## config.mk

```make
export PLATFORM = sky130hd
export DESIGN_NAME = uart_tx_ctrl
export DESIGN_NICKNAME = d
export VERILOG_FILES = /design/src/rtl/uart_pkg.sv /design/src/rtl/uart_bit_timer.sv /design/src/rtl/uart_tx_ctrl.sv
export SDC_FILE = /design/constraint.sdc
export NUM_CORES = 1
export LEC_CHECK = 0
export BUFFER_PORTS_ARGS = -buffer_cell sky130_fd_sc_hd__buf_4
export CAP_MARGIN = 20
export CORE_UTILIZATION = 43
export CTS_BUF_LIST = sky130_fd_sc_hd__clkbuf_4
export DETAILED_ROUTE_END_ITERATION = 8
export HOLD_SLACK_MARGIN = 0.05
export PLACE_DENSITY = 0.72
export SLEW_MARGIN = 25
export SYNTH_ARGS = -nofsm -noshare
export SYNTH_HDL_FRONTEND = slang
export SYNTH_SLANG_ARGS = --single-unit
```

## constraint.sdc

```tcl
create_clock -name clk_i -period 3.7 [get_ports clk_i]
set_input_delay 0.555 -clock clk_i [delete_from_list [all_inputs] [get_ports clk_i]]
set_output_delay 0.555 -clock clk_i [all_outputs]
set_load 0.1 [all_outputs]
```

## src/rtl/uart_pkg.sv

```systemverilog
// -----------------------------------------------------------------------------
// uart_pkg
// Shared UART types and constants.
//   stop_bit_mode_t   : CTRL.stop_bit_mode encoding (stop period length)
//   uart_tx_state_t   : TX controller FSM states
//   UART_MIN_BIT_LENGTH : smallest usable clocks-per-bit value
// -----------------------------------------------------------------------------
package uart_pkg;

  typedef enum logic [1:0] {
    HALF_PERIOD          = 2'd0,
    FULL_PERIOD          = 2'd1,
    ONE_AND_HALF_PERIODS = 2'd2,
    TWO_PERIODS          = 2'd3
  } stop_bit_mode_t;

  typedef enum logic [2:0] {
    TX_IDLE   = 3'd0,
    TX_FETCH  = 3'd1,
    TX_START  = 3'd2,
    TX_DATA   = 3'd3,
    TX_PARITY = 3'd4,
    TX_STOP   = 3'd5
  } uart_tx_state_t;

  localparam int unsigned UART_MIN_BIT_LENGTH = 32'd2;

endpackage

```

## src/rtl/uart_bit_timer.sv

```systemverilog
// -----------------------------------------------------------------------------
// uart_bit_timer
// Down-counting period timer shared by the UART TX and RX controllers.
// A load of period P makes tc_o rise exactly P clocks later (P >= 1).
//   clk_i    in  clock
//   rstn_i   in  asynchronous active-low reset
//   clr_i    in  synchronous clear (abort)
//   load_i   in  start a new period
//   period_i in  period length in clocks
//   tc_o     out terminal count (last clock of the period)
// -----------------------------------------------------------------------------
module uart_bit_timer #(
  parameter int WIDTH = 34
) (
  input  logic             clk_i,
  input  logic             rstn_i,
  input  logic             clr_i,
  input  logic             load_i,
  input  logic [WIDTH-1:0] period_i,
  output logic             tc_o
);

  logic [WIDTH-1:0] r_count;

  // Remaining-clocks counter; stalls at zero until the next load.
  always_ff @(posedge clk_i or negedge rstn_i) begin
    if (!rstn_i) begin
      r_count <= '0;
    end else if (clr_i) begin
      r_count <= '0;
    end else if (load_i) begin
      r_count <= period_i - WIDTH'(1);
    end else if (r_count != '0) begin
      r_count <= r_count - WIDTH'(1);
    end else begin
      r_count <= r_count;
    end
  end

  assign tc_o = (r_count == '0);

endmodule

```

## src/rtl/uart_tx_ctrl.sv

```systemverilog
// -----------------------------------------------------------------------------
// uart_tx_ctrl
// UART transmit controller: pops bytes from the downstream FIFO and sends
// start bit, DATA_WIDTH data bits, optional even parity and a programmable
// stop period on tx_o. Frame format is snapshotted per frame in FETCH.
//
// Ports:
//   clk_i, rstn_i        clock, asynchronous active-low reset
//   bit_length_i         clocks per bit (clamped to UART_MIN_BIT_LENGTH)
//   msb_first_i          data bit order
//   send_parity_i        append even parity bit
//   stop_bit_mode_i      stop period length
//   hw_flow_ctrl_en_i    enable CTS gating
//   cts_n_i              clear-to-send, active-low, synchronised
//   flush_i              synchronous abort back to IDLE
//   fifo_empty_i         downstream FIFO empty
//   fifo_rd_o            FIFO pop strobe (data valid the following cycle)
//   fifo_data_i          FIFO read data
//   tx_o                 serial line (flop output)
//   busy_o               state is not IDLE
//   tx_started_o         pulse on first START clock
//   tx_done_o            pulse on last STOP clock
//
// Build option: UART_HW_FLOW_CTRL_EN enables CTS gating; without it CTS
// inputs are ignored and the controller always may start.
// -----------------------------------------------------------------------------
module uart_tx_ctrl
  import uart_pkg::*;
#(
  parameter int DATA_WIDTH   = 8,
  parameter int BITLEN_WIDTH = 32
) (
  input  logic                    clk_i,
  input  logic                    rstn_i,
  input  logic [BITLEN_WIDTH-1:0] bit_length_i,
  input  logic                    msb_first_i,
  input  logic                    send_parity_i,
  input  stop_bit_mode_t          stop_bit_mode_i,
  input  logic                    hw_flow_ctrl_en_i,
  input  logic                    cts_n_i,
  input  logic                    flush_i,
  input  logic                    fifo_empty_i,
  output logic                    fifo_rd_o,
  input  logic [DATA_WIDTH-1:0]   fifo_data_i,
  output logic                    tx_o,
  output logic                    busy_o,
  output logic                    tx_started_o,
  output logic                    tx_done_o
);

  localparam int CW   = BITLEN_WIDTH + 2;
  localparam int IDXW = (DATA_WIDTH > 1) ? $clog2(DATA_WIDTH) : 1;

  uart_tx_state_t          r_state, w_state_nxt;
  logic [DATA_WIDTH-1:0]   r_shift, w_shift_nxt;
  logic [IDXW-1:0]         r_bit_idx, w_idx_nxt;
  logic                    r_parity, w_parity_nxt;
  logic                    r_msb_first, w_msb_nxt;
  logic                    r_send_parity;
  stop_bit_mode_t          r_stop_mode;
  logic [BITLEN_WIDTH-1:0] r_bit_len;
  logic                    r_tx, w_tx_nxt;
  logic                    r_tx_started;

  logic [BITLEN_WIDTH-1:0] w_eff_len;
  logic [CW-1:0]           w_len_ext, w_stop_len, w_tmr_period;
  logic                    w_tmr_load, w_tc;
  logic                    w_fifo_rd, w_tx_done, w_cts_ok, w_data_bit;

`ifdef UART_HW_FLOW_CTRL_EN
  assign w_cts_ok = !hw_flow_ctrl_en_i || !cts_n_i;
`else
  logic w_unused_cts;
  assign w_cts_ok     = 1'b1;
  assign w_unused_cts = cts_n_i ^ hw_flow_ctrl_en_i;
`endif

  assign w_eff_len = (bit_length_i < BITLEN_WIDTH'(UART_MIN_BIT_LENGTH))
                   ? BITLEN_WIDTH'(UART_MIN_BIT_LENGTH) : bit_length_i;
  assign w_len_ext  = {2'b00, r_bit_len};
  // Bit currently on the line; the shift register always presents it at one end.
  assign w_data_bit = r_msb_first ? r_shift[DATA_WIDTH-1] : r_shift[0];

  // Stop period from the snapshotted mode; two extra bits keep 2L exact.
  always_comb begin
    w_stop_len = w_len_ext;
    case (r_stop_mode)
      HALF_PERIOD:          w_stop_len = w_len_ext >> 1;
      FULL_PERIOD:          w_stop_len = w_len_ext;
      ONE_AND_HALF_PERIODS: w_stop_len = w_len_ext + (w_len_ext >> 1);
      TWO_PERIODS:          w_stop_len = w_len_ext << 1;
      default:              w_stop_len = w_len_ext;
    endcase
  end

  uart_bit_timer #(.WIDTH(CW)) u_bit_timer (
    .clk_i    (clk_i),
    .rstn_i   (rstn_i),
    .clr_i    (flush_i),
    .load_i   (w_tmr_load),
    .period_i (w_tmr_period),
    .tc_o     (w_tc)
  );

  // Next-state, datapath next values and strobes.
  always_comb begin
    w_state_nxt  = r_state;
    w_fifo_rd    = 1'b0;
    w_tmr_load   = 1'b0;
    w_tmr_period = w_len_ext;
    w_tx_done    = 1'b0;
    w_shift_nxt  = r_shift;
    w_idx_nxt    = r_bit_idx;
    w_parity_nxt = r_parity;
    w_msb_nxt    = r_msb_first;
    case (r_state)
      TX_IDLE: begin
        if (!fifo_empty_i && w_cts_ok) begin
          w_fifo_rd   = 1'b1;
          w_state_nxt = TX_FETCH;
        end else begin
          w_state_nxt = TX_IDLE;
        end
      end
      TX_FETCH: begin
        // Snapshot regs are not valid yet, so time START from the live length.
        w_state_nxt  = TX_START;
        w_tmr_load   = 1'b1;
        w_tmr_period = {2'b00, w_eff_len};
        w_shift_nxt  = fifo_data_i;
        w_idx_nxt    = '0;
        w_parity_nxt = 1'b0;
        w_msb_nxt    = msb_first_i;
      end
      TX_START: begin
        if (w_tc) begin
          w_state_nxt = TX_DATA;
          w_tmr_load  = 1'b1;
        end else begin
          w_state_nxt = TX_START;
        end
      end
      TX_DATA: begin
        if (w_tc) begin
          w_tmr_load   = 1'b1;
          w_parity_nxt = r_parity ^ w_data_bit;
          w_shift_nxt  = r_msb_first ? {r_shift[DATA_WIDTH-2:0], 1'b0}
                                     : {1'b0, r_shift[DATA_WIDTH-1:1]};
          if (r_bit_idx == IDXW'(DATA_WIDTH - 1)) begin
            w_state_nxt  = r_send_parity ? TX_PARITY : TX_STOP;
            w_tmr_period = r_send_parity ? w_len_ext : w_stop_len;
          end else begin
            w_idx_nxt = r_bit_idx + IDXW'(1);
          end
        end else begin
          w_state_nxt = TX_DATA;
        end
      end
      TX_PARITY: begin
        if (w_tc) begin
          w_state_nxt  = TX_STOP;
          w_tmr_load   = 1'b1;
          w_tmr_period = w_stop_len;
        end else begin
          w_state_nxt = TX_PARITY;
        end
      end
      TX_STOP: begin
        if (w_tc) begin
          w_state_nxt = TX_IDLE;
          w_tx_done   = 1'b1;
        end else begin
          w_state_nxt = TX_STOP;
        end
      end
      default: w_state_nxt = TX_IDLE;
    endcase
    if (flush_i) begin
      w_state_nxt = TX_IDLE;
      w_fifo_rd   = 1'b0;
      w_tmr_load  = 1'b0;
      w_tx_done   = 1'b0;
    end else begin
      w_state_nxt = w_state_nxt;
    end
  end

  // Line level for the coming cycle, so tx_o itself comes straight from a flop.
  always_comb begin
    w_tx_nxt = 1'b1;
    case (w_state_nxt)
      TX_START:  w_tx_nxt = 1'b0;
      TX_DATA:   w_tx_nxt = w_msb_nxt ? w_shift_nxt[DATA_WIDTH-1] : w_shift_nxt[0];
      TX_PARITY: w_tx_nxt = w_parity_nxt;
      default:   w_tx_nxt = 1'b1;
    endcase
  end

  // FSM state, datapath and registered line/started outputs.
  always_ff @(posedge clk_i or negedge rstn_i) begin
    if (!rstn_i) begin
      r_state      <= TX_IDLE;
      r_shift      <= '0;
      r_bit_idx    <= '0;
      r_parity     <= 1'b0;
      r_msb_first  <= 1'b0;
      r_tx         <= 1'b1;
      r_tx_started <= 1'b0;
    end else begin
      r_state      <= w_state_nxt;
      r_shift      <= w_shift_nxt;
      r_bit_idx    <= w_idx_nxt;
      r_parity     <= w_parity_nxt;
      r_msb_first  <= w_msb_nxt;
      r_tx         <= w_tx_nxt;
      r_tx_started <= (r_state == TX_FETCH) && !flush_i;
    end
  end

  // Per-frame format snapshot; register writes mid-frame apply to the next frame.
  always_ff @(posedge clk_i or negedge rstn_i) begin
    if (!rstn_i) begin
      r_send_parity <= 1'b0;
      r_stop_mode   <= FULL_PERIOD;
      r_bit_len     <= BITLEN_WIDTH'(UART_MIN_BIT_LENGTH);
    end else if (r_state == TX_FETCH) begin
      r_send_parity <= send_parity_i;
      r_stop_mode   <= stop_bit_mode_i;
      r_bit_len     <= w_eff_len;
    end else begin
      r_send_parity <= r_send_parity;
      r_stop_mode   <= r_stop_mode;
      r_bit_len     <= r_bit_len;
    end
  end

  assign tx_o         = r_tx;
  assign busy_o       = (r_state != TX_IDLE);
  assign tx_started_o = r_tx_started;
  assign tx_done_o    = w_tx_done;
  assign fifo_rd_o    = w_fifo_rd;

endmodule

```

# Yosys cells after proc, flatten, opt, wreduce, memory -nomap -nowiden
# Cells that the tools add are included.
# Widths: inputs -> output; s select.
# word_totals
ff_bits	87
input_bits	50
output_inout_bits	5
word_cells	83
# classes
n_eq_ne	14
order_cmp	1
reduce_logical	12
mux	39
n_addsub	4
bitwise_logic	1
# ops
cell	n
$mux 34	7
$pmux 34 s4	1
$pmux 34 s3	1
$sub 34x1->34 const B	2
$logic_not 34->1	1
$reduce_bool 34->1	1
$add 32x31->33	1
$lt 32x2->1 const B	1
$mux 32	1
$mux 3	6
$pmux 3 s6	1
$mux 8	2
$pmux 8 s2	1
$mux 1	15
$eq 3x2->1 const B	4
$eq 3x3->1 const B	4
$pmux 3 s2	1
$reduce_bool 3->1	2
$eq 2x2->1 const B	2
$pmux 1 s2	2
$add 3x1->3 const B	1
$eq 3x1->1 const B	1
$logic_not 3->1	1
$pmux 1 s3	1
other kinds (11)	11

# Depth between registers and ports, before layout
# Gate-level depths: netlist of the first run.
# depth
word_depth	9
mapped_depth	17
depth_no_buf	15

# Modules after synthesis
# From an unflattened synthesis of the first run, not the netlist that was laid out.
# hier_totals
cells_unflattened	948
area_unflattened_um2	7741.2
# modules_own_cells
mod	cells_each	area_per_inst_um2	instances	seq_area_each_um2
uart_tx_ctrl	675	5255.0	1	1330.0
uart_bit_timer	273	2486.1	1	850.8

# Worst setup path after synthesis of the first run
# No wires, ideal clock.
# synth_path
path_kind	input-to-output
startpoint	input port flush_i
endpoint	output port fifo_rd_o
path_stages	3
required_time_ns	3.145
n_path_buf	1
arrival_ns	4.015
setup_slack_ns	-0.870
path_cell_list	clkbuf_1 > nor2_1 > nor4b_1
# synth_via
elab_chain_len	1
# synth_rtl
item	line	rtl
start, declared	uart_tx_ctrl.sv:41	input logic flush_i,
$mux 1	uart_tx_ctrl.sv:178	if (flush_i) begin
end, declared	uart_tx_ctrl.sv:43	output logic fifo_rd_o,
# No other way between the ends.

# Worst setup path in the final report of the first run
# layout_path
startpoint	register r_bit_len[1]
endpoint	register u_bit_timer.r_count[32]
# layout_via
elab_chain_len	9
word_cells_on_any_way	10
classes_between	2 x add/sub; 8 x mux
# layout_rtl
item	line	rtl
start, declared	uart_tx_ctrl.sv:61	logic [BITLEN_WIDTH-1:0] r_bit_len;
start signal, assigned	uart_tx_ctrl.sv:225	r_bit_len <= BITLEN_WIDTH'(UART_MIN_BIT_LENGTH);
start signal, assigned	uart_tx_ctrl.sv:229	r_bit_len <= w_eff_len;
start signal, assigned	uart_tx_ctrl.sv:233	r_bit_len <= r_bit_len;
$add 32x31->33	uart_tx_ctrl.sv:90	ONE_AND_HALF_PERIODS: w_stop_len = w_len_ext + (w_len_ext >> 1);
$pmux 34 s4	uart_tx_ctrl.sv:87	case (r_stop_mode)
$mux 34	uart_tx_ctrl.sv:151	w_tmr_period = r_send_parity ? w_len_ext : w_stop_len;
$mux 34	uart_tx_ctrl.sv:149	if (r_bit_idx == IDXW'(DATA_WIDTH - 1)) begin
$mux 34	uart_tx_ctrl.sv:144	if (w_tc) begin
$pmux 34 s3 (*)	uart_tx_ctrl.sv:116	case (r_state)
$sub 34x1->34 (*)	uart_bit_timer.sv:32	r_count <= period_i - WIDTH'(1);
$mux 34 (*)	uart_bit_timer.sv:31	end else if (load_i) begin
$mux 34 (*)	uart_bit_timer.sv:29	end else if (clr_i) begin
end signal, assigned	uart_bit_timer.sv:32	
end signal, assigned	uart_bit_timer.sv:34	r_count <= r_count - WIDTH'(1);
end signal, assigned	uart_bit_timer.sv:36	r_count <= r_count;
end, declared	uart_bit_timer.sv:23	logic [WIDTH-1:0] r_count;
# Every way passes the cells marked *; elsewhere a longest branch is shown, timed or not. The select of a mux whose other input is x is not followed.
# A chain may end at the register's enable or synchronous reset.

==> flow_metrics.env, run 1 <==
export IMPL_status="finished with violations"
export IMPL_violations="negative setup slack"
export IMPL_synth_xor_area_frac=0.01998
export IMPL_r2r_slack_ps=-290
export IMPL_numCtsBuffers=9
export IMPL_p_clk_frac=0.066
export IMPL_max_slew_margin=0.4021
export IMPL_synthArstFlopShare=1.000
export IMPL_grt_pass1_vias=9328
export IMPL_grt_start_max_net_pins=54
export IMPL_combPwrFrac=0.762
export IMPL_grt_overflow_total=0
export IMPL_rsz0062_at_grt="true"
export IMPL_synth_area_leader_cell="dfrtp_1"
export IMPL_nets=1462
export IMPL_yosys_top_cells_area="dfrtp_1 (25%), nand2_1 (7.5%), ha_1 (5.4%)"
export IMPL_track_usage=0.3268
export IMPL_start_util=0.4423
export IMPL_cts_tree="built"
export IMPL_synth_seq_cells=87
export IMPL_syn_area_per_cell_um2=7.628
export IMPL_power_leakage_nw=5.202
export IMPL_ios=55
export IMPL_pwr_share_seq=0.172
export IMPL_yosysSeqAreaShare=0.2618
export IMPL_synth_distinct_cells=88
export IMPL_place_congestion=0.9828
export IMPL_max_cap_violations=0
export IMPL_drc=0
export IMPL_crit_end="u_bit_timer.r_count[32]$_DFFE_PN0P_"
export IMPL_rr_endpoint="u_bit_timer.r_count[32]$_DFFE_PN0P_"
export IMPL_r2r_start="r_bit_len[1]$_DFFE_PN1P_"
export IMPL_netSwitchingFraction=0.4918
export IMPL_worst_setup_path_start_kind="flip-flop"
export IMPL_dr_pass1_iters=6
export IMPL_switching_power_mw=4.616
export IMPL_clock_path_buffers=2
export IMPL_use_met1=0.4666
export IMPL_pwr_density_cell_nw_per_um2=801.0
export IMPL_cp_data_required_time_ps=4080
export IMPL_synth_top_family_by_area="simple AND/OR/NAND/NOR gates"
export IMPL_finalWorstSetupSlack_ps=-286.2
export IMPL_layout_commonest_cell="buf_4"
export IMPL_synth_fp_nets=1179
export IMPL_drive_above_1_share=0.3529
export IMPL_antenna_found_initial=1
export IMPL_instances_no_fill=1641
export IMPL_r2r_cells=17
export IMPL_viasPerCell=6.169
export IMPL_root_buffer="clkbuf_4"
export IMPL_drt_iter0_markers=906
export IMPL_port_buffers=52
export IMPL_cts_sinks=87
export IMPL_clk_latency_ps=480
export IMPL_synth_edf_count=0
export IMPL_die_h_um=141.2
export IMPL_drv_slew=0
export IMPL_nFillCells=1616
export IMPL_rows=50
export IMPL_path_max_fanout=4
export IMPL_layout_common_cells="buf_4 (315), nand2_1 (160), nor2_1 (91)"
export IMPL_fp_dieArea_um2=19930
export IMPL_clk_pin_slew_ps=170
export IMPL_htreeDepth=3
export IMPL_yosysWarnings=0
export IMPL_critPathCaptureType="flip-flop"
export IMPL_antenna_left=0
export IMPL_cp_arrival_ps=4360
export IMPL_peakVddDrop_v=0.0005208
export IMPL_hp_class="in -> async"
export IMPL_dieWidth_um=141.2
export IMPL_placed_cell_area_um2=10830
export IMPL_tightest_slew_ps=893.5
export IMPL_drt_wl_total_um=32750
export IMPL_grt_pass1_wl_um=50510
export IMPL_synth_compound_area_frac=0.2781
export IMPL_multiInputGateArea_um2=6342
export IMPL_netlist_area_um2=8329
export IMPL_critPathLaunch="r_bit_len[1]$_DFFE_PN1P_"
export IMPL_place_inst=1602
export IMPL_detail_route_wl_per_cell_um=19.95
export IMPL_synth_top_flop_cell="dfrtp_1"
export IMPL_fmax_ghz=0.2509
export IMPL_synth_top_area_share=0.2524
export IMPL_synthAdderAreaFrac=0.05648
export IMPL_area_growth_pct=40.68
export IMPL_period_minus_slack_ps=3986
export IMPL_yosys_area_share_simple=0.3082
export IMPL_hold_ws_ps=93.75
export IMPL_grt_util_met2=0.4971
export IMPL_final_core_util=0.6223
export IMPL_route_vias_total=10123
export IMPL_skew_ps=18.90
export IMPL_coreArea_um2=18830
export IMPL_finalCritPeriodShare=1.077
export IMPL_seqCellArea_um2=2181
export IMPL_fin_area_um2=11720
export IMPL_dp_hpwl_um=25280
export IMPL_synth_cells=1092
export IMPL_busiest_layer="met2"
export IMPL_yosys_mux_area_fraction=0.02899
export IMPL_grt_use_met3=0.04925
export IMPL_hold_viol=0
export IMPL_intPower_mw=4.769
export IMPL_critical_path_class="reg -> reg"
export IMPL_setup_viol=19
kinds of logic after synthesis:
| kind of cell | Yosys count |
|---|---|
| AND/OR/NAND/NOR | 486 |
| XOR/XNOR | 19 |
| AO/OA/AOI/OAI | 354 |
| adder cells (fa/ha/maj) | 37 |
| flip-flops | 87 |
| buffers and inverters | 88 |
| multiplexers | 21 |
timing repair:
action | 4_1_cts | 5_1_grt
endpoints found under the setup margin | 23 | 26
cloned | 0 | 0
pin swaps | 43 | 45
gates resized for setup | 67 | 57
hold buffers | 0 | 0
buffers inserted | 14 | 10
sequential cells by signal, indices dropped and copies added, names as in the netlist:
signal / count
r_bit_idx: 3
r_bit_len: 32
r_msb_first: 1
r_parity: 1
r_send_parity: 1
r_shift: 8
r_state: 3
r_stop_mode: 2
tx_o: 1
tx_started_o: 1
u_bit_timer.r_count: 34
metrics by stage:
stage	setup WS [ps]	power (mW)	setup TNS (ps)
after floorplan	-87.93	5.134	-87.93
after global placement	-324.7	7.765	-4028
after detailed placement	-342.5	7.875	-4738
after CTS	-248.0	8.868	-1428
after global routing	-470.5	9.956	-5310
final	-286.2	9.385	-2240
power by group through the flow:
| stage | Sequential [mW] | Clock [mW] | Combinational (mW) |
|---|---|---|---|
| floorplan | 1.55 | 0 | 3.59 |
| global placement | 1.60 | 0 | 6.17 |
| detailed placement | 1.61 | 0 | 6.27 |
| CTS | 1.59 | 0.623 | 6.65 |
| global route | 1.65 | 0.651 | 7.66 |
| finish | 1.62 | 0.621 | 7.15 |
worst min path at each step:
stage | slack (ps) | cells after the start | startpoint | endpoint
after floorplan | 260 | 0 | rstn_i | r_bit_idx[0]$_DFFE_PN0P_
after global placement | 480 | 1 | r_parity$_DFF_PN0_ | r_parity$_DFF_PN0_
after detailed placement | 500 | 1 | r_parity$_DFF_PN0_ | r_parity$_DFF_PN0_
after CTS | 110 | 1 | rstn_i | r_shift[7]$_DFF_PN0_
after global routing | 130 | 1 | rstn_i | r_parity$_DFF_PN0_
final | 90 | 1 | rstn_i | r_shift[6]$_DFFE_PN0P_
synthesized netlist by cell type, types with 8 or more instances:
| library cell | instances |
|---|---|
| or3_1 | 16 |
| o31ai_1 | 8 |
| nor2_1 | 95 |
| nor3_1 | 33 |
| nand2b_1 | 12 |
| dfrtp_1 | 84 |
| ha_1 | 36 |
| o21a_1 | 14 |
| a31oi_1 | 23 |
| a211oi_1 | 19 |
| clkbuf_1 | 42 |
| mux2i_1 | 14 |
| o22ai_1 | 11 |
| inv_1 | 26 |
| a21oi_1 | 86 |
| o211ai_1 | 13 |
| a22oi_1 | 8 |
| nand2_1 | 166 |
| nand4_1 | 23 |
| nand3_1 | 35 |
| and3_1 | 12 |
| o21ai_0 | 79 |
| or4_1 | 8 |
| a221o_1 | 12 |
| a21o_1 | 14 |
| and2_1 | 13 |
| xnor2_1 | 12 |
| nor4_1 | 21 |
cell type report:
class,instances,area share
multi-input cells,917,0.5413
repair buffers,333,0.2229
flip-flops and latches,87,0.1861
well taps,260,0.02776
inverters,27,0.008649
clock inverters,7,0.007368
clock buffers,9,0.005766
diodes,1,0.0002136
per-layer routing:
layer  wire length, um  share of wire
met4              1127          0.034
met1             14020           0.43
met3              3102          0.095
met5                 0              0
met2             14490           0.44
worst max-delay path, cell delays in order, from the launching register on:
cell and delay (ps):
dfstp_2 610, ha_4 140, inv_2 30, fa_2 340
nand2b_4 170, buf_6 130, a2111oi_4 300, a211oi_2 80
o21ai_1 180, a31oi_2 140, a221o_1 320, nand2b_4 170
buf_6 140, nor4_4 330, nand4_1 180, buf_4 190
o21ai_0 300, a21oi_2 90
(Power assumes the default switching activity.)
==> run 2: changes to the inputs <==
Settings changed: CAP_MARGIN 20 to not set, CORE_UTILIZATION 43 to 40, PLACE_DENSITY 0.72 to 0.69.
==> run 2 against run 1 <==
The run still ends with negative setup slack left. Die area up 7.4%. Largest power group unchanged. Via count down 1.6%. Setup slack better by 71 ps. Cell area fell by 2.2%.
==> flow_metrics.env, run 2 (synthesis gave the netlist of run 1 again) <==
export IMPL_cp_data_required_time_ps=4110
export IMPL_critPathLaunch="r_bit_idx[1]$_DFFE_PN0P_"
export IMPL_power_leakage_nw=5.035
export IMPL_clk_pin_slew_ps=180
export IMPL_drt_wl_total_um=32490
export IMPL_port_buffers=52
export IMPL_intPower_mw=4.513
export IMPL_use_met1=0.4364
export IMPL_period_minus_slack_ps=3915
export IMPL_drt_iter0_markers=974
export IMPL_hold_depth=3
export IMPL_pwr_density_cell_nw_per_um2=790.7
export IMPL_r2r_slack_ps=-220
export IMPL_grt_util_met2=0.4581
export IMPL_clock_path_buffers=2
export IMPL_layout_common_cells="buf_4 (294), nand2_1 (160), nor2_1 (91)"
export IMPL_finalCritPeriodShare=1.058
export IMPL_coreArea_um2=20300
export IMPL_track_usage=0.3003
export IMPL_hold_end="r_stop_mode[1]$_DFFE_PN0P_"
export IMPL_critPathSlowestCell="or4_4"
export IMPL_crit_family="simple AND/OR/NAND/NOR gates"
export IMPL_grt_overflow_total=0
export IMPL_violations="negative setup slack"
export IMPL_setup_viol=18
export IMPL_cp_arrival_ps=4330
export IMPL_dieWidth_um=146.3
export IMPL_r2r_start="r_bit_idx[1]$_DFFE_PN0P_"
export IMPL_largest_reg_flops=34
export IMPL_max_slew_margin=0.4376
export IMPL_r2r_cells=14
export IMPL_htreeDepth=3
export IMPL_largest_register="u_bit_timer.r_count"
export IMPL_pwr_share_seq=0.181
export IMPL_finalWorstSetupSlack_ps=-215.3
export IMPL_clk_latency_ps=490
export IMPL_path_max_fanout=6
export IMPL_path_buf_inv=1
export IMPL_combPwrFrac=0.756
export IMPL_ios=55
export IMPL_detail_route_wl_per_cell_um=19.97
export IMPL_netSwitchingFraction=0.5021
export IMPL_tightest_slew_ps=840.5
export IMPL_fp_dieArea_um2=21400
export IMPL_largestRegisters="u_bit_timer.r_count x34, r_bit_len x32, r_shift x8"
export IMPL_worst_setup_path_start_kind="flip-flop"
export IMPL_drv_slew=0
export IMPL_viasPerCell=6.123
export IMPL_switching_power_mw=4.551
export IMPL_die_h_um=146.3
export IMPL_status="finished with violations"
export IMPL_root_buffer="clkbuf_4"
export IMPL_drc=0
export IMPL_multiInputGateArea_um2=6307
export IMPL_critical_path_class="reg -> reg"
export IMPL_nets=1438
export IMPL_antenna_found_initial=1
export IMPL_hp_class="in -> reg"
export IMPL_setup_tns_ps=-1831
export IMPL_rows=52
export IMPL_layout_commonest_cell="buf_4"
export IMPL_max_stage_delay_ps=590
export IMPL_area_growth_pct=37.63
export IMPL_p_clk_frac=0.063
export IMPL_antenna_left=0
export IMPL_peakVddDrop_v=0.0004723
export IMPL_hold_viol=0
export IMPL_critPathCaptureType="flip-flop"
export IMPL_drive_above_1_share=0.3333
export IMPL_numCtsBuffers=9
export IMPL_start_util=0.4103
export IMPL_dr_pass1_iters=5
export IMPL_max_cap_violations=0
export IMPL_seqCellArea_um2=2181
export IMPL_nFillCells=1897
export IMPL_path_cells="ha_2 > ha_4 > nand2_2 > o31a_4 > nand4b_4 > and2_4 > a22oi_1 > a31oi_2 > or4_4 > nor4_4 > nand3_2 > buf_6 > or4_1 > a21oi_1"
export IMPL_fmax_ghz=0.2554
export IMPL_busiest_layer="met2"
export IMPL_skew_ps=20.76
export IMPL_holdCritStartpoint="stop_bit_mode_i[1]"
export IMPL_place_congestion=0.9886
export IMPL_grt_start_max_net_pins=42
export IMPL_rr_endpoint="u_bit_timer.r_count[21]$_DFFE_PN0P_"
export IMPL_grt_pass1_vias=9252
export IMPL_dp_slack_ps=-325.7
export IMPL_dp_hpwl_um=24970
export IMPL_rsz0062_at_grt="true"
export IMPL_cp_depth=14
export IMPL_grt_use_met3=0.03563
export IMPL_grt_pass1_wl_um=50510
export IMPL_cts_tree="built"
export IMPL_cts_sinks=87
export IMPL_route_vias_total=9962
-- run 2: cell types whose count changed in the layout (fill, tap and decap cells not counted), sizes merged --
cell | before | now
bufinv | 1 | 0
dlygate4sd3 | 0 | 1
clkinv | 2 | 4
buf | 333 | 308
clkinvlp | 1 | 0
-- run 2: final cells by class --
cell class | instances | area share
multi-input cells | 917 | 0.5502
flip-flops and latches | 87 | 0.1902
repair buffers | 309 | 0.2087
clock buffers | 9 | 0.005894
inverters | 27 | 0.008841
diodes | 1 | 0.0002183
clock inverters | 7 | 0.006440
well taps | 270 | 0.02947
-- run 2: stage by stage --
step | power, mW | instances | hold slack, ps | area [um^2] | util
after floorplan | 5.134 | 1092 | 259.4 | 8406 | -
after global placement | 7.617 | 1595 | 478.5 | 10680 | 0.5261
after detailed placement | 7.685 | 1595 | 492.7 | 10680 | 0.5261
after CTS | 8.525 | 1620 | 234.5 | 11110 | 0.5475
after global routing | 9.677 | 1627 | 240.9 | 11460 | 0.5647
final | 9.064 | 1627 | 247.5 | 11460 | 0.5647
-- run 2: layer usage --
layer | wire (um) | part of all wire
met1 | 14650 | 0.45
met2 | 14250 | 0.44
met3 | 2687 | 0.083
met4 | 904 | 0.028
met5 | 0 | 0
-- run 2: worst reg2reg max path: stages, from the launching register on --
cell      delay (ps)
dfrtp_1          400
ha_2             210
ha_4             150
nand2_2           50
o31a_4           390
nand4b_4         190
and2_4           170
a22oi_1          390
a31oi_2          190
or4_4            590
nor4_4           230
nand3_2          130
buf_6            150
or4_1            460
a21oi_1          140
-- run 2: repair_timing --
action,4_1_cts,5_1_grt
hold buffers,1,0
endpoints found under the hold margin,27,0
resized for setup,51,60
pin swaps,22,17
setup buffers,8,7
setup endpoints to repair,22,24
-- run 2: how the worst max path moves through the flow --
stage                                          end  slack [ps]
5_1_grt        u_bit_timer.r_count[20]$_DFFE_PN0P_        -340
3_3_place_gp   u_bit_timer.r_count[23]$_DFFE_PN0P_        -280
6_report       u_bit_timer.r_count[21]$_DFFE_PN0P_        -220
3_5_place_dp   u_bit_timer.r_count[32]$_DFFE_PN0P_        -330
4_1_cts        u_bit_timer.r_count[21]$_DFFE_PN0P_        -180
2_1_floorplan  u_bit_timer.r_count[33]$_DFFE_PN0P_         -90
-- run 2: power by group through the flow --
stage | sequential [mW] | combinational [mW] | clock (mW)
after floorplan | 1.55 | 3.59 | 0
after global placement | 1.62 | 6.00 | 0
after detailed placement | 1.62 | 6.07 | 0
after CTS | 1.61 | 6.34 | 0.577
after global routing | 1.67 | 7.39 | 0.623
final | 1.64 | 6.85 | 0.570
==> run 3: changes to the inputs <==
Settings changed: ABC_AREA set to 1, CTS_BUF_LIST sky130_fd_sc_hd__clkbuf_4 to not set, PLACE_DENSITY 0.69 to 0.68.
==> run 3 against run 2 <==
The run now ends clean. Sequential cell count is the same. Die area increased by 9.9%. Via count down 0.71%. Core utilization fell by 12 points. Hold slack worse by 24 ps. First-iteration DRC count down 21%. Synthesized area grew 10%. Fmax up 15%. Critical path type unchanged. Sequential share of layout area grew 2.5 points. Synthesized cell count up 46%. Cell count is 19% higher.
==> flow_metrics.env, run 3 <==
export IMPL_pwr_density_cell_nw_per_um2=678.0
export IMPL_rows=55
export IMPL_worst_setup_path_start_kind="flip-flop"
export IMPL_yosysMostFrequentCell="nand2_1"
export IMPL_grt_overflow_total=0
export IMPL_numCtsBuffers=9
export IMPL_clk_pin_slew_ps=70
export IMPL_synth_edf_count=0
export IMPL_r2r_slack_ps=300
export IMPL_path_cells="ha_1 > inv_1 > fa_1 > inv_2 > nand2_1 > nand3_1 > nand2_1 > nand2_1 > nand2_1 > nand3_1 > nand2_1 > nand2_1 > nand2_1 > nand2_1 > nand2_1 > nor2_1 > nand2_1 > nor2_1 > nand3b_1 > xnor2_1 > nor2_1"
export IMPL_fmax_ghz=0.2944
export IMPL_syn_area_per_cell_um2=5.737
export IMPL_synth_area_leader_cell="dfrtp_1"
export IMPL_grt_start_max_net_pins=73
export IMPL_track_usage=0.2396
export IMPL_cp_common_cell="nand2_1"
export IMPL_nets=1727
export IMPL_crit_family="simple AND/OR/NAND/NOR gates"
export IMPL_layout_common_cells="nand2_1 (552), inv_1 (259), nor2_1 (165)"
export IMPL_synth_common_cells="nand2_1 (557), inv_1 (260), nor2_1 (166), a21oi_1 (94), nand3_1 (93)"
export IMPL_max_cap_violations=0
export IMPL_synth_top_area_share=0.2294
export IMPL_synth_distinct_cells=56
export IMPL_viasPerCell=5.125
export IMPL_rr_endpoint="u_bit_timer.r_count[18]$_DFFE_PN0P_"
export IMPL_ios=55
export IMPL_cp_data_required_time_ps=3930
export IMPL_multiInputGateArea_um2=5779
export IMPL_root_buffer="clkbuf_16"
export IMPL_port_buffers=52
export IMPL_yosysSeqAreaShare=0.2380
export IMPL_die_h_um=153.3
export IMPL_setup_tns_ps=0
export IMPL_hold_viol=0
export IMPL_cp_arrival_ps=3630
export IMPL_netlist_area_um2=9161
export IMPL_synth_top_flop_cell="dfrtp_1"
export IMPL_cts_sinks=87
export IMPL_skew_ps=10.13
export IMPL_largest_register="u_bit_timer.r_count"
export IMPL_drive_above_1_share=0.1033
export IMPL_r2r_start="r_bit_len[1]$_DFFE_PN1P_"
export IMPL_hold_ws_ps=223.3
export IMPL_max_stage_delay_ps=590
export IMPL_fp_dieArea_um2=23510
export IMPL_start_util=0.4059
export IMPL_totalPowerFinal_mw=6.870
export IMPL_max_slew_margin=0.4716
export IMPL_clock_path_buffers=2
export IMPL_path_max_fanout=5
export IMPL_detail_route_wl_per_cell_um=14.23
export IMPL_grt_pass1_vias=9139
export IMPL_synth_seq_cells=87
export IMPL_drv_slew=0
export IMPL_drt_iter0_markers=772
export IMPL_hp_class="in -> async"
export IMPL_drt_wl_total_um=27470
export IMPL_largest_reg_flops=34
export IMPL_place_congestion=0.9056
export IMPL_tightest_slew_ps=791.8
export IMPL_grt_pass1_wl_um=45140
export IMPL_r2r_cells=21
export IMPL_synthArstFlopShare=1.000
export IMPL_final_core_util=0.4489
export IMPL_antenna_left=0
export IMPL_status="completed"
export IMPL_path_buf_inv=2
export IMPL_setup_viol=0
export IMPL_synth_cells=1597
export IMPL_rsz0062_at_grt="false"
export IMPL_largestRegisters="u_bit_timer.r_count x34, r_bit_len x32, r_shift x8"
export IMPL_finalCritPeriodShare=0.9180
export IMPL_yosysWarnings=0
export IMPL_layout_commonest_cell="nand2_1"
export IMPL_nFillCells=2466
export IMPL_cts_tree="built"
export IMPL_critPathSlowestCell="dfstp_2"
export IMPL_clk_latency_ps=350
export IMPL_peakVddDrop_v=0.0002775
export IMPL_yosys_top_cells_area="dfrtp_1 (23%), nand2_1 (23%), inv_1 (11%)"
export IMPL_seqCellArea_um2=2181
export IMPL_dr_pass1_iters=5
export IMPL_dieWidth_um=153.3
export IMPL_critPathCaptureType="flip-flop"
export IMPL_period_minus_slack_ps=3397
export IMPL_route_vias_total=9891
export IMPL_num_antenna_cells=0
export IMPL_drc=0
export IMPL_critical_path_class="reg -> reg"
export IMPL_power_leakage_nw=5.531
export IMPL_coreArea_um2=22570
export IMPL_antenna_found_initial=0
export IMPL_synth_fp_nets=1684
export IMPL_area_growth_pct=10.60
export IMPL_dp_hpwl_um=21980
export IMPL_htreeDepth=3
[run 3: cell types whose count changed in the layout (fill, tap and decap cells not counted), sizes merged, moves of 16 or more]
cell,change
nor3,-17
or3,-16
nor4,-29
buf,-240
nand2,+406
inv,+242
nand3,+57
nor2,+93
a31oi,-21
[run 3: kinds of logic after synthesis]
| kind of cell | Yosys count | synth area share |
|---|---|---|
| compound gates | 230 | 0.1416 |
| xor+xnor | 5 | 0.004781 |
| fa+ha+maj | 37 | 0.05135 |
| buf+inv | 310 | 0.1338 |
| flops | 87 | 0.2381 |
| simple gates | 928 | 0.4303 |
[run 3: how the worst max path moves through the flow]
| stage | start | to | slack, ps | cells past startpoint |
|---|---|---|---|---|
| 4_1_cts | r_bit_len[1]$_DFFE_PN1P_ | u_bit_timer.r_count[31]$_DFFE_PN0P_ | 220 | 25 |
| 3_5_place_dp | r_bit_len[1]$_DFFE_PN1P_ | u_bit_timer.r_count[31]$_DFFE_PN0P_ | 260 | 25 |
| 3_3_place_gp | r_bit_len[1]$_DFFE_PN1P_ | u_bit_timer.r_count[31]$_DFFE_PN0P_ | 290 | 25 |
| 5_1_grt | r_bit_len[10]$_DFFE_PN0P_ | u_bit_timer.r_count[27]$_DFFE_PN0P_ | 10 | 23 |
| 2_1_floorplan | u_bit_timer.r_count[6]$_DFFE_PN0P_ | tx_done_o | 120 | 6 |
| 6_report | r_bit_len[1]$_DFFE_PN1P_ | u_bit_timer.r_count[18]$_DFFE_PN0P_ | 300 | 21 |
[run 3: repair_timing]
| action | CTS | global route |
|---|---|---|
| hold buffers | 0 | 0 |
| setup endpoints to repair | 0 | 13 |
| endpoints found under the hold margin | 0 | 0 |
| setup buffers | 0 | 1 |
| gates resized for setup | 0 | 8 |
[run 3: final cells by class]
class                      count  area share
clock buffer                  11     0.02396
clock inverter                 5    0.003334
inverter                     274      0.1015
multi-input combinational   1200      0.5704
sequential                    87      0.2152
tap                          285     0.03519
timing repair buffer          68     0.05038
[run 3: metal layers]
metal	wire, um	global-route usage	up-vias
li1	-	-	5085
met1	13110	0.3305	4533
met2	12280	0.3903	228
met3	1243	0.01985	45
met4	845	0.08857	0
met5	0	0	-
[run 3: through the flow]
step                worst slack, ps  cell area [um^2]  std cells
floorplan                     119.1              9166       1597
global placement              287.7              9831       1913
detailed placement            256.6              9831       1913
CTS                           215.8             10110       1929
global route                  12.15             10130       1930
finish                        303.4             10130       1930
[run 3: power by group]
group | leakage, nW | internal (mW) | switching [mW]
Combinational | 4.28 | 1.46 | 2.99
Sequential | 1.12 | 1.22 | 0.320
Clock | 0.132 | 0.473 | 0.402
Total | 5.53 | 3.16 | 3.71
